<file path="src/rtl/keypad_pkg.sv">
// keypad_pkg: shared FSM states and snapshot decode helper for the keypad scanner
package keypad_pkg;
  typedef enum logic [1:0] {IDLE, PRESS_WAIT, HELD, RELEASE_WAIT} state_t;
  typedef struct packed {
    logic       single;
    logic [5:0] idx;
  } onehot_t;
  function automatic onehot_t onehot_index(input logic [63:0] v);
    onehot_t r;
    r.idx = '0;
    for (int i = 0; i < 64; i++) if (v[i]) r.idx = 6'(i);
    r.single = (v != '0) && ((v & (v - 64'd1)) == '0);
    return r;
  endfunction
endpackage

</file>
<file path="src/rtl/key_sync.sv">
// key_sync: parameterised-width 2-flop synchronizer, async active-high reset to 0
module key_sync #(
  parameter int W = 4
) (
  input  logic         clk,
  input  logic         reset,
  input  logic [W-1:0] d,
  output logic [W-1:0] q
);
  logic [W-1:0] meta;
  always_ff @(posedge clk or posedge reset)
    if (reset) {q, meta} <= '0;
    else {q, meta} <= {meta, d};
endmodule

</file>
<file path="src/rtl/keypad_scan.sv">
// keypad_scan: column-strobed matrix keypad scanner with frame-level debounce and single-key event reporting
module keypad_scan
  import keypad_pkg::*;
#(
  parameter int COLS = 4,
  parameter int ROWS = 4,
  parameter int SCAN_DIV = 1000,
  parameter int DEBOUNCE = 4,
  localparam int CW = $clog2(COLS * ROWS)
) (
  input  logic            clk,
  input  logic            reset,
  input  logic [ROWS-1:0] key_row,
  output logic [COLS-1:0] key_col,
  output logic [CW-1:0]   key_code,
  output logic            key_valid,
  output logic            key_held
);
  localparam int N = COLS * ROWS;
  localparam int DW = $clog2(SCAN_DIV);
  localparam int CIW = $clog2(COLS);
  localparam int SW = $clog2(DEBOUNCE + 1);
  logic [ROWS-1:0] rows_s;
  logic [DW-1:0]   dwell;
  logic [CIW-1:0]  col;
  logic [N-1:0]    snap, prev, frame;
  logic [SW-1:0]   stable_cnt, cnt_nxt;
  state_t          state, state_nxt;
  logic            valid_nxt, held_nxt;
  logic [CW-1:0]   code_nxt;
  onehot_t         oh;
  logic            last_dwell, frame_end, stable, nz;
  key_sync #(.W(ROWS)) u_sync (.clk(clk), .reset(reset), .d(key_row), .q(rows_s));
  assign last_dwell = dwell == DW'(SCAN_DIV - 1);
  assign frame_end  = last_dwell && col == CIW'(COLS - 1);
  // the last column's rows arrive straight from the synchronizer on the frame-end cycle
  assign frame   = {rows_s, snap[N-ROWS-1:0]};
  assign nz      = |frame;
  assign cnt_nxt = (frame != prev) ? SW'(1) : (stable_cnt == SW'(DEBOUNCE)) ? stable_cnt : stable_cnt + 1'b1;
  assign stable  = cnt_nxt == SW'(DEBOUNCE);
  assign oh      = onehot_index(64'(frame));
  always_comb begin
    state_nxt = state;
    valid_nxt = 1'b0;
    held_nxt  = key_held;
    code_nxt  = key_code;
    if (frame_end)
      case (state)
        IDLE:         state_nxt = nz ? PRESS_WAIT : IDLE;
        PRESS_WAIT:
          if (!nz) state_nxt = IDLE;
          else if (stable && oh.single) begin
            state_nxt = HELD;
            valid_nxt = 1'b1;
            held_nxt  = 1'b1;
            code_nxt  = CW'(oh.idx);
          end
        HELD:         state_nxt = nz ? HELD : RELEASE_WAIT;
        RELEASE_WAIT:
          if (nz) state_nxt = HELD;
          else if (stable) begin
            state_nxt = IDLE;
            held_nxt  = 1'b0;
          end
        default:      state_nxt = IDLE;
      endcase
  end
  always_ff @(posedge clk or posedge reset)
    if (reset) begin
      dwell      <= '0;
      col        <= '0;
      key_col    <= '0;
      snap       <= '0;
      prev       <= '0;
      stable_cnt <= '0;
      state      <= IDLE;
      key_code   <= '0;
      key_valid  <= 1'b0;
      key_held   <= 1'b0;
    end else begin
      dwell   <= last_dwell ? '0 : dwell + 1'b1;
      key_col <= {1'b1, {(COLS-1){1'b0}}} >> col;
      if (last_dwell) begin
        col                       <= frame_end ? '0 : col + 1'b1;
        snap[col*ROWS +: ROWS]    <= rows_s;
      end
      if (frame_end) begin
        prev       <= frame;
        stable_cnt <= cnt_nxt;
      end
      state     <= state_nxt;
      key_code  <= code_nxt;
      key_valid <= valid_nxt;
      key_held  <= held_nxt;
    end
endmodule
</file>
<file path="config.mk">
export PLATFORM = sky130hd
export DESIGN_NAME = keypad_scan
export DESIGN_NICKNAME = d
export VERILOG_FILES = /design/src/rtl/keypad_pkg.sv /design/src/rtl/key_sync.sv /design/src/rtl/keypad_scan.sv
export SDC_FILE = /design/constraint.sdc
export NUM_CORES = 1
export LEC_CHECK = 0
export ABC_AREA = 0
export BUFFER_PORTS_ARGS = -buffer_cell sky130_fd_sc_hd__buf_2
export CORE_UTILIZATION = 30
export CTS_CLUSTER_DIAMETER = 60
export CTS_CLUSTER_SIZE = 30
export DETAILED_ROUTE_END_ITERATION = 7
export SLEW_MARGIN = 20
export SYNTH_ARGS = -nofsm -noshare
export SYNTH_HDL_FRONTEND = slang
export SYNTH_HIERARCHICAL = 1
export SYNTH_SLANG_ARGS = --single-unit
</file>
<file path="constraint.sdc">
create_clock -name clk -period 7.5 [get_ports clk]
set_clock_uncertainty 0.2 [all_clocks]
set_input_delay 0 -clock clk [delete_from_list [all_inputs] [get_ports clk]]
set_output_delay 0 -clock clk [all_outputs]
set_load 0.05 [all_outputs]
</file>
==> flow_summary.json <==
{
  "status": "complete, no violations",
  "fin_util": 0.3628,
  "die_y_um": 103.9,
  "vias_per_cell": 4.877,
  "min-delay-start": "key_row[3]",
  "postRouteAntennaNets": 0,
  "hold_path_end": "u_sync/meta[3]",
  "p_sw_uw": 153.4,
  "hold_path_depth": 2,
  "initial_utilization": 0.3143,
  "p_int_uw": 580.3,
  "ctsHtreeMaxLevel": 3,
  "port_buffers": 15,
  "cellPowerDensity_nw_per_um2": 204.1,
  "grt_pass1_vias": 2292,
  "synth-seq-cells": 63,
  "reg2reg_slack_ns": 4.54,
  "power_frac_comb": 0.023,
  "n_fill_cell": 1005,
  "setup_ws_ns": 4.543,
  "clock-sinks": 63,
  "seq_power_share": 0.472,
  "die_w_um": 103.9,
  "synthCells": 290,
  "maxCapViolations": 0,
  "grt-ovfl-total": 0,
  "min_path_type": "input port to register",
  "cts_setup_buffers": 0,
  "seq_area_frac_synth": 0.5062,
  "wl_per_cell_um": 13.74,
  "worstPathArrival_ns": 2.98,
  "antenna_found_initial": 0,
  "leakage_nw": 1.569,
  "r2r_end": "key_code[2]",
  "cts_made_buffers": 9,
  "area_delta_synth_final_pct": 15.43,
  "synth_area_per_cell_um2": 10.74,
  "report.final.slew_viol_count": 0,
  "fin_setup_tns_ns": 0,
  "vdd_drop_max_uv": 122.5,
  "timing.final.hold_violations": 0,
  "core_region_area_um2": 9910,
  "setup_violations": 0,
  "cts_tree": "built",
  "crit_path_top_delay_cell": "a2111oi_0",
  "worstMarginPinSlew_ns": 0.6971,
  "max_stage_delay_ns": 0.52,
  "routabilityCongestion": 0.7801,
  "layout_commonest_cell": "dfrtp_1",
  "die_area_um2": 10790,
  "min_period_ns": 2.957,
  "fmax_mhz": 338.1,
  "drive_gt1_frac": 0.1943,
  "grt_pass1_wl_mm": 11.10,
  "path_cells": "inv_1, ha_1, or3_1, a2111oi_0, nand3_1, nor4_4, mux2_2",
  "fin_area_um2": 3595,
  "rows": 36,
  "clock-root-buffer": "clkbuf_8",
  "place_area_um2": 3281,
  "end_kind": "register",
  "wl_mm": 6.143,
  "clock_latency_ns": 0.34,
  "grt_use_total": 0.1281,
  "clkTransAtPathRegs_ns": 0.08,
  "critPathRequiredTime_ns": 7.52,
  "grt_start_max_net_pins": 56,
  "dr.pass1.iters": 4,
  "start_kind": "register",
  "final_cell_mix": "63 x dfrtp_1, 21 x inv_1, 20 x mux2_2, 20 x nand3_1",
  "dr.first_iter.drc_count": 107,
  "p_clk_frac": 0.505,
  "synthDistinctLibCells": 47,
  "p_sw_frac": 0.2091,
  "fin_nets": 325,
  "fin_crit_sh": 0.3943,
  "maxSlewHeadroom": 0.5352,
  "synthesis.nets": 306,
  "critPathKind": "register to register",
  "rsz0062_at_grt": "false",
  "reg2reg_depth": 7,
  "post-place-ws_ns": 4.533,
  "drc": 0,
  "path_max_fanout": 5,
  "vias": 2180,
  "netlist_area_um2": 3114,
  "yosys_warnings": 6,
  "r2r-start": "stable_cnt[0]",
  "num_io_pins": 16,
  "dp_hpwl_mm": 4.128,
  "cts_max_path_buffers": 2,
  "num_antenna_cells": 0
}
[layer usage]
metal / vias up / routed length, um / global-route usage
met5: - / 0 / 0
met4: 0 / 120 / 0.06531
met3: 7 / 189 / 0.02757
met2: 39 / 2873 / 0.1981
met1: 1077 / 2959 / 0.1690
li1: 1057 / - / -
[sequential cells by signal, indices dropped and copies added, names as in the netlist, named ones only]
signal / flops
col: 2
dwell: 10
key_code: 4
key_col: 4
key_held: 1
key_valid: 1
prev: 16
snap: 12
stable_cnt: 3
state: 1
u_sync/meta: 4
u_sync/q: 4
[cells by family after synthesis]
kind of cell / count (synthesis) / synth area share
buffers and inverters: 38 / 0.05986
multiplexers: 20 / 0.07232
adder cells (fa/ha/maj): 12 / 0.04661
flip-flops: 63 / 0.5062
AND/OR/NAND/NOR: 86 / 0.1507
AO/OA/AOI/OAI: 49 / 0.1025
XOR/XNOR: 22 / 0.06187
[power groups by stage]
stage / registers [mW] / logic, mW / clock network (mW)
5_1_grt: 0.346 / 0.0196 / 0.396
2_1_floorplan: 0.349 / 0.0143 / 0
3_3_place_gp: 0.353 / 0.0149 / 0
3_5_place_dp: 0.353 / 0.0152 / 0
6_report: 0.346 / 0.0169 / 0.371
4_1_cts: 0.346 / 0.0177 / 0.382
[critical path: cells and delay by family, from the launching register on]
| family | cells | cell delay [ns] |
|---|---|---|
| flip-flops | 1 | 0.40 |
| multiplexers | 1 | 0.38 |
| buffers and inverters | 1 | 0.10 |
| AND/OR/NAND/NOR | 3 | 1.01 |
| AO/OA/AOI/OAI | 1 | 0.52 |
| adder cells (fa/ha/maj) | 1 | 0.24 |
[area by class of cell]
type	instances	area, um^2	share of cell area
timing repair buffer	24	157.7	0.04386
clock buffer	10	137.6	0.03829
inverter	22	82.58	0.02297
tap	133	166.4	0.04629
sequential	63	1577	0.4386
multi-input combinational	189	1358	0.3777
clock inverter	6	116.4	0.03237
[per-stage QoR]
step	hold slack (ns)	std cells	power (mW)
3_5_place_dp	-0.2248	425	0.3678
4_1_cts	0.08442	447	0.7454
5_1_grt	0.08870	447	0.7621
2_1_floorplan	-0.3843	290	0.3632
6_report	0.09944	447	0.7337
3_3_place_gp	-0.2395	425	0.3675
[timing repair]
item / 4_1_cts / 5_1_grt
hold endpoints to repair: 67 / 0
hold buffers: 6 / 0
gates resized for setup: 0 / 0
setup endpoints to repair: 0 / 0
[worst max path at each step]
stage | end | slack (ns) | cells past startpoint | from
3_3_place_gp | key_code[0] | 4.62 | 6 | snap[10]
5_1_grt | key_code[1] | 4.25 | 7 | stable_cnt[0]
6_report | key_code[2] | 4.54 | 7 | stable_cnt[0]
3_5_place_dp | key_code[1] | 4.53 | 7 | stable_cnt[0]
4_1_cts | key_code[3] | 4.51 | 7 | stable_cnt[0]
2_1_floorplan | key_code[0] | 4.73 | 7 | snap[10]
[cell usage after synthesis, drive strengths merged]
| master | n | share of area |
|---|---|---|
| a2111oi | 2 | 0.0056 |
| a211o | 1 | 0.0032 |
| a211oi | 1 | 0.0024 |
| a21boi | 1 | 0.0024 |
| a21oi | 8 | 0.013 |
| a221oi | 2 | 0.0076 |
| a2bb2oi | 1 | 0.0028 |
| a311oi | 1 | 0.0028 |
| a31o | 1 | 0.0028 |
| a31oi | 2 | 0.0040 |
| a32oi | 1 | 0.0028 |
| and2 | 5 | 0.010 |
| and3 | 3 | 0.0060 |
| buf | 4 | 0.012 |
| clkbuf | 12 | 0.021 |
| dfrtp | 63 | 0.51 |
| ha | 10 | 0.040 |
| inv | 22 | 0.027 |
| maj3 | 2 | 0.0064 |
| mux2 | 20 | 0.072 |
| nand2 | 10 | 0.012 |
| nand2b | 1 | 0.0020 |
| nand3 | 20 | 0.032 |
| nand3b | 1 | 0.0024 |
| nand4 | 7 | 0.014 |
| nand4b | 2 | 0.0076 |
| nor2 | 19 | 0.023 |
| nor2b | 2 | 0.0040 |
| nor3 | 3 | 0.0048 |
| nor3b | 3 | 0.0072 |
| nor4 | 7 | 0.019 |
| o211ai | 2 | 0.0048 |
| o21ai | 19 | 0.031 |
| o22a | 1 | 0.0028 |
| o22ai | 1 | 0.0020 |
| o31ai | 3 | 0.0072 |
| o41ai | 2 | 0.0056 |
| or3 | 2 | 0.0040 |
| or4 | 1 | 0.0024 |
| xnor2 | 18 | 0.051 |
| xor2 | 4 | 0.011 |
No activity file was read; power rests on OpenSTA's default activity.
